==> config.mk <==
export PLATFORM = sky130hd
export DESIGN_NAME = i2c_req_arb_flat
export DESIGN_NICKNAME = d
export VERILOG_FILES = /design/src/rtl/i2c_req_arb_if.sv /design/src/rtl/i2c_req_arb.sv /design/src/flat_wrapper.sv
export SDC_FILE = /design/constraint.sdc
export NUM_CORES = 1
export LEC_CHECK = 0
export CORE_MARGIN = 2
export CORE_UTILIZATION = 45
export CTS_CLUSTER_DIAMETER = 200
export DETAILED_ROUTE_END_ITERATION = 10
export MAX_ROUTING_LAYER = met4
export PLACE_DENSITY = 0.87
export SETUP_SLACK_MARGIN = 0.05
export SLEW_MARGIN = 20
export SYNTH_ARGS = -nofsm -noshare
export SYNTH_HDL_FRONTEND = slang
export SYNTH_SLANG_ARGS = --single-unit
==> constraint.sdc <==
create_clock -name clk -period 2.08 [get_ports clk]
set_input_delay 0.416 -clock clk [delete_from_list [all_inputs] [get_ports clk]]
set_output_delay 0.416 -clock clk [all_outputs]
set_load 0.01 [all_outputs]
==> src/rtl/i2c_req_arb_if.sv <==
// Purpose: bundles the client request/response signals and the downstream
//   i2c_sys_top command/completion signals of the requester stage.
// Ports: client side req/saddr in, ack/err/rdata out; downstream start/slave_addr/domain_i2c out,
//   done/read_data in; status busy/hung out. slave = arbiter view, master = environment view.
interface i2c_req_arb_if;
  logic       req0;
  logic       req1;
  logic [6:0] saddr0;
  logic [6:0] saddr1;
  logic       ack0;
  logic       ack1;
  logic       err0;
  logic       err1;
  logic [7:0] rdata0;
  logic [7:0] rdata1;
  logic       start;
  logic [6:0] slave_addr;
  logic       domain_i2c;
  logic       done;
  logic [7:0] read_data;
  logic       busy;
  logic       hung;

  modport slave (
    input  req0, req1, saddr0, saddr1, done, read_data,
    output ack0, ack1, err0, err1, rdata0, rdata1,
    output start, slave_addr, domain_i2c, busy, hung
  );

  modport master (
    output req0, req1, saddr0, saddr1, done, read_data,
    input  ack0, ack1, err0, err1, rdata0, rdata1,
    input  start, slave_addr, domain_i2c, busy, hung
  );
endinterface

==> src/rtl/i2c_req_arb.sv <==
// Purpose: round-robin arbiter for two clients in front of i2c_sys_top. It checks each client's
//   slave address against that client's domain, issues one downstream transaction, returns the
//   read byte to the granted client only, and latches a sticky fault if done never arrives.
// Ports: clk, rst_n (async active-low); bus (slave modport): client req/saddr/ack/err/rdata,
//   downstream start/slave_addr/domain_i2c/done/read_data, status busy/hung.
// Latency: req -> start 2 cycles, done -> ack 1 cycle; req -> err 2 cycles when denied.
module i2c_req_arb #(
  parameter logic [6:0]      SADDR_D0 = 7'b0010_000,
  parameter logic [6:0]      SADDR_D1 = 7'b0100_000,
  parameter int              TO_W     = 16,
  parameter logic [TO_W-1:0] TO_CYC   = 16'd50000
) (
  input logic           clk,
  input logic           rst_n,
  i2c_req_arb_if.slave  bus
);

  typedef enum logic [2:0] {
    IDLE, CHECK, GRANT, WAIT, RESP, DENY, FAULT
  } state_t;

  localparam logic [TO_W-1:0] TO_LAST = TO_CYC - TO_W'(1);

  state_t          state;
  logic            rr_last;   // client served (or denied) most recently
  logic            win;       // latched winner index
  logic [6:0]      saddr_q;   // latched winner slave address
  logic [TO_W-1:0] wd;
  logic [7:0]      cap;
  logic            start_q;
  logic            ack0_q, ack1_q, err0_q, err1_q;
  logic            busy_q, hung_q;
  logic [6:0]      sa_q;
  logic            dom_q;
  logic            pick;

  // Tie goes to the client that was not served last; otherwise whoever asks.
  always_comb begin
    pick = 1'b0;
    if (bus.req0 && bus.req1) pick = ~rr_last;
    else if (bus.req1)        pick = 1'b1;
  end

  always_ff @(posedge clk or negedge rst_n) begin
    if (!rst_n) begin
      state   <= IDLE;
      rr_last <= 1'b1;
      win     <= 1'b0;
      saddr_q <= 7'h00;
      wd      <= '0;
      cap     <= 8'h00;
      start_q <= 1'b0;
      ack0_q  <= 1'b0;
      ack1_q  <= 1'b0;
      err0_q  <= 1'b0;
      err1_q  <= 1'b0;
      busy_q  <= 1'b0;
      hung_q  <= 1'b0;
      sa_q    <= 7'h00;
      dom_q   <= 1'b0;
    end else begin
      // Pulse outputs default low every cycle.
      start_q <= 1'b0;
      ack0_q  <= 1'b0;
      ack1_q  <= 1'b0;
      err0_q  <= 1'b0;
      err1_q  <= 1'b0;
      case (state)
        IDLE: begin
          if (bus.req0 || bus.req1) begin
            win     <= pick;
            saddr_q <= pick ? bus.saddr1 : bus.saddr0;
            busy_q  <= 1'b1;
            state   <= CHECK;
          end
        end
        CHECK: begin
          rr_last <= win;
          if (saddr_q == (win ? SADDR_D1 : SADDR_D0)) begin
            start_q <= 1'b1;
            sa_q    <= saddr_q;
            dom_q   <= win;
            wd      <= '0;
            state   <= GRANT;
          end else begin
            err0_q <= ~win;
            err1_q <= win;
            state  <= DENY;
          end
        end
        GRANT: begin
          wd    <= '0;
          state <= WAIT;
        end
        WAIT: begin
          // done on the expiry cycle still completes normally.
          if (bus.done) begin
            cap    <= bus.read_data;
            ack0_q <= ~win;
            ack1_q <= win;
            sa_q   <= 7'h00;
            dom_q  <= 1'b0;
            state  <= RESP;
          end else if (wd == TO_LAST) begin
            err0_q <= ~win;
            err1_q <= win;
            hung_q <= 1'b1;
            sa_q   <= 7'h00;
            dom_q  <= 1'b0;
            state  <= FAULT;
          end else begin
            wd <= wd + TO_W'(1);
          end
        end
        RESP, DENY: begin
          cap    <= 8'h00;
          busy_q <= 1'b0;
          state  <= IDLE;
        end
        FAULT: begin
          // Terminal until reset: requests ignored, downstream left alone.
          state <= FAULT;
        end
        default: state <= IDLE;
      endcase
    end
  end

  assign bus.start      = start_q;
  assign bus.slave_addr = sa_q;
  assign bus.domain_i2c = dom_q;
  assign bus.ack0       = ack0_q;
  assign bus.ack1       = ack1_q;
  assign bus.err0       = err0_q;
  assign bus.err1       = err1_q;
  // Captured byte only ever reaches the client whose ack is up.
  assign bus.rdata0     = ack0_q ? cap : 8'h00;
  assign bus.rdata1     = ack1_q ? cap : 8'h00;
  assign bus.busy       = busy_q;
  assign bus.hung       = hung_q;

endmodule

==> src/flat_wrapper.sv <==
// flat-port wrapper written by rule: the top's interface ports become plain ports
module i2c_req_arb_flat 
#(
  parameter logic [6:0]      SADDR_D0 = 7'b0010_000,
  parameter logic [6:0]      SADDR_D1 = 7'b0100_000,
  parameter int              TO_W     = 16,
  parameter logic [TO_W-1:0] TO_CYC   = 16'd50000
)
  (clk, rst_n, bus_req0, bus_req1, bus_saddr0, bus_saddr1, bus_done, bus_read_data, bus_ack0, bus_ack1, bus_err0, bus_err1, bus_rdata0, bus_rdata1, bus_start, bus_slave_addr, bus_domain_i2c, bus_busy, bus_hung);
  i2c_req_arb_if bus_i ();
  input logic clk;
  input logic rst_n;
  input wire logic [$bits(bus_i.req0)-1:0] bus_req0;
  input wire logic [$bits(bus_i.req1)-1:0] bus_req1;
  input wire logic [$bits(bus_i.saddr0)-1:0] bus_saddr0;
  input wire logic [$bits(bus_i.saddr1)-1:0] bus_saddr1;
  input wire logic [$bits(bus_i.done)-1:0] bus_done;
  input wire logic [$bits(bus_i.read_data)-1:0] bus_read_data;
  output wire logic [$bits(bus_i.ack0)-1:0] bus_ack0;
  output wire logic [$bits(bus_i.ack1)-1:0] bus_ack1;
  output wire logic [$bits(bus_i.err0)-1:0] bus_err0;
  output wire logic [$bits(bus_i.err1)-1:0] bus_err1;
  output wire logic [$bits(bus_i.rdata0)-1:0] bus_rdata0;
  output wire logic [$bits(bus_i.rdata1)-1:0] bus_rdata1;
  output wire logic [$bits(bus_i.start)-1:0] bus_start;
  output wire logic [$bits(bus_i.slave_addr)-1:0] bus_slave_addr;
  output wire logic [$bits(bus_i.domain_i2c)-1:0] bus_domain_i2c;
  output wire logic [$bits(bus_i.busy)-1:0] bus_busy;
  output wire logic [$bits(bus_i.hung)-1:0] bus_hung;
  assign bus_i.req0 = bus_req0;
  assign bus_i.req1 = bus_req1;
  assign bus_i.saddr0 = bus_saddr0;
  assign bus_i.saddr1 = bus_saddr1;
  assign bus_i.done = bus_done;
  assign bus_i.read_data = bus_read_data;
  assign bus_ack0 = bus_i.ack0;
  assign bus_ack1 = bus_i.ack1;
  assign bus_err0 = bus_i.err0;
  assign bus_err1 = bus_i.err1;
  assign bus_rdata0 = bus_i.rdata0;
  assign bus_rdata1 = bus_i.rdata1;
  assign bus_start = bus_i.start;
  assign bus_slave_addr = bus_i.slave_addr;
  assign bus_domain_i2c = bus_i.domain_i2c;
  assign bus_busy = bus_i.busy;
  assign bus_hung = bus_i.hung;
  i2c_req_arb #(.SADDR_D0(SADDR_D0), .SADDR_D1(SADDR_D1), .TO_W(TO_W), .TO_CYC(TO_CYC)) u_core (.clk(clk), .rst_n(rst_n), .bus(bus_i));
endmodule
==> impl_metrics.csv <==
group,metric,value,unit
status,status,"complete, no violations",
floorplanning,die_h,80.83,microns
drt,drtAntennaViolNets,0,
yosys,yosys.cell_types.count,52,
yosys,synth_enable_flop_cells,0,
yosys,syn_inst,272,
clock_tree,path_clk_slew,100,ps
yosys,syn_nets,300,
cells_and_area,final_nets,371,
worst_setup_path,r2r_setup_slack,50,ps
sta,min_period,2034,ps
drt,post_drt_wl_per_cell,15.69,microns
clock_tree,clk_latency,310,ps
global_routing,grt_pass1_wl,10580,microns
floorplanning,num_rows,27,
floorplanning,start_util,47.37,%
power,p_leak,1.593,nW
cells_and_area,antennaDiodeCount,0,
placed_design,gp_congestion,0.9003,
clock_tree,cts_root_buf,"clkbuf_8",
cells_and_area,mostFrequentLayoutCell,"clkdlybuf4s50_1",
yosys,synth_seq_cells,51,
drt,vias,2377,
clock_tree,htreeDepth,2,
drt,drtPass1Iterations,4,
clock_tree,cts_buffers,5,
global_routing,antenna_found_initial,0,
floorplanning,io_pins,58,
sta,final.setup.tns,0,ps
floorplanning,core,5608,sq um
power,p_total,0.002679,W
worst_setup_path,critPathKind,"flip-flop to flip-flop",
clock_tree,clock_sinks,51,
placed_design,io_buffers,57,
worst_setup_path,crit_arrival,2200,ps
floorplanning,die_width,80.83,microns
sta,finalClockSkew,7.913,ps
worst_setup_path,end_kind,"flip-flop",
cells_and_area,areaGrowthSynthToFinish,32.83,%
sta,period_share,97.80,%
sta,relSlewSlack,61.39,%
worst_setup_path,worstSetupStartpointType,"flip-flop",
clock_tree,cts_tree,"yes",
global_routing,gr-total-overflow,0,
yosys,syn_area,2656,sq um
worst_setup_path,cp.required,2250,ps
power,powerDensity,759.2,nW/um^2
placed_design,dp_hpwl,4763,microns
sta,fin_ws,45.85,ps
global_routing,track_usage,21.22,%
cells_and_area,drive_above_1_share,11.92,%
clock_tree,cts_hold_buf,0,
drt,via_per_inst,5.714,
job,drv_cap,0,
floorplanning,die_area,6533,sq um
yosys,seq_area_frac_synth,48.09,%
sta,maxClockFrequency,0.4916,GHz
worst_hold_path,min_path_type,"input pin to asynchronous set/reset pin",
cells_and_area,nFillCells,469,
sta,finalSetupViolations,0,
power,irDropWorstVdd,491.4,uV
cells_and_area,final_cell_mix,"56 x clkdlybuf4s50_1, 50 x dfrtp_1, 25 x nand2_1",
drt,drc,0,
yosys,synthFlopType,"dfrtp_1",
worst_setup_path,cp_max_fo,9,
drt,drt_iter0_drc,168,
global_routing,grt_max_degree,28,
drt,routed_wl,6529,microns
yosys,yosys_warnings,0,
sta,rsz0062_at_grt,"true",
yosys,ys_async_sr_fraction,100.0,%
placed_design,place_ws,7.059,ps
sta,slew_violations,0,
sta,hold_viol_final,0,
yosys,post_synth.cell_area_avg,9.766,sq um
global_routing,first_global_vias,2218,
sta,tightest_slew,577.9,ps
clock_tree,ctsLongestPathBuffers,2,
==> sequential cells by signal (all words and copies together), names as in the netlist, 3 cells and up <==
register / cells
u_core.cap: 8
u_core.state: 3
u_core.bus.slave_addr: 7
u_core.wd: 16
u_core.saddr_q: 7
==> cells in the mapped netlist (all sizes together) (5+ instances only) <==
cell | count | area share [%]
nand3 | 11 | 2.1
a21boi | 7 | 2.0
o21ai | 8 | 1.5
mux2i | 9 | 3.4
and2 | 17 | 4.0
nor4 | 5 | 1.4
nor2 | 15 | 2.1
nor3 | 6 | 1.1
nand2 | 25 | 3.5
a21oi | 18 | 3.8
clkbuf | 12 | 1.7
and3 | 9 | 2.1
o211ai | 5 | 1.4
a211o | 7 | 2.3
dfrtp | 50 | 47
inv | 9 | 1.3
a21o | 7 | 2.0
==> worst paths after layout <==
kind,from,endpoint,cells after the start
setup / recovery,u_core.saddr_q[1],u_core.state[2],5
hold / removal,rst_n,u_core.bus.domain_i2c,1
setup reg to reg,u_core.saddr_q[1],u_core.state[2],5
hold reg to reg,u_core.bus.hung,u_core.bus.hung,1
max in group asynchronous,rst_n,u_core.saddr_q[1],2
min in group clk,u_core.bus.hung,u_core.bus.hung,1
==> cells by family (layout without fill, tap and decap cells) <==
group	after synthesis	count (layout)	synth area share (%)
DFF	51	51	48.09
and+or+nand+nor	115	115	24.40
adders and majority gates	1	1	0.4710
AOI/OAI and AO/OA	71	71	19.27
muxes	10	10	3.815
buffers and inverters	24	96	3.956
==> critical path, cell delays in order, from the launching register on <==
cell	delay, ps
dfrtp_1	390
or4_1	570
a211oi_4	300
buf_4	200
or2_1	290
a31oi_1	130
==> layout make-up <==
| class | count | area [sq um] | share of cell area (%) |
|---|---|---|---|
| inverters | 9 | 33.78 | 0.9574 |
| repair buffers | 79 | 743.2 | 21.06 |
| well taps | 72 | 90.09 | 2.553 |
| clock buffers | 6 | 82.58 | 2.340 |
| flip-flops and latches | 51 | 1277 | 36.21 |
| multi-input cells | 197 | 1285 | 36.42 |
| clock inverters | 2 | 16.27 | 0.4610 |
==> layer usage <==
| metal | vias to the layer above | global-route usage, % | part of all wire [%] |
|---|---|---|---|
| li1 | 1129 | - | - |
| met1 | 1131 | 27.96 | 43 |
| met2 | 110 | 34.63 | 49 |
| met3 | 7 | 3.778 | 6.5 |
| met4 | 0 | 4.576 | 1.1 |
| met5 | - | - | 0 |
==> per-stage QoR <==
step | std cells | hold slack (ps) | instance area, sq um | util [%]
floorplan | 272 | 120.4 | 2656 | -
global route | 416 | 126.7 | 3528 | 62.92
global placement | 407 | 439.8 | 3417 | 60.93
finish | 416 | 92.93 | 3528 | 62.92
detailed placement | 407 | 448.5 | 3417 | 60.93
CTS | 416 | 114.0 | 3523 | 62.83
==> what timing repair did <==
item | 4_1_cts | 5_1_grt
setup endpoints to repair | 8 | 18
gates resized for setup | 0 | 2
buffers inserted | 1 | 0
pin swaps | 4 | 3
==> report_power, final <==
part	internal (W)	switching (W)
Combinational	0.000343	0.000441
Sequential	0.00113	0.000143
Clock	0.000272	0.000349
Power figures use the tool's default switching activity.
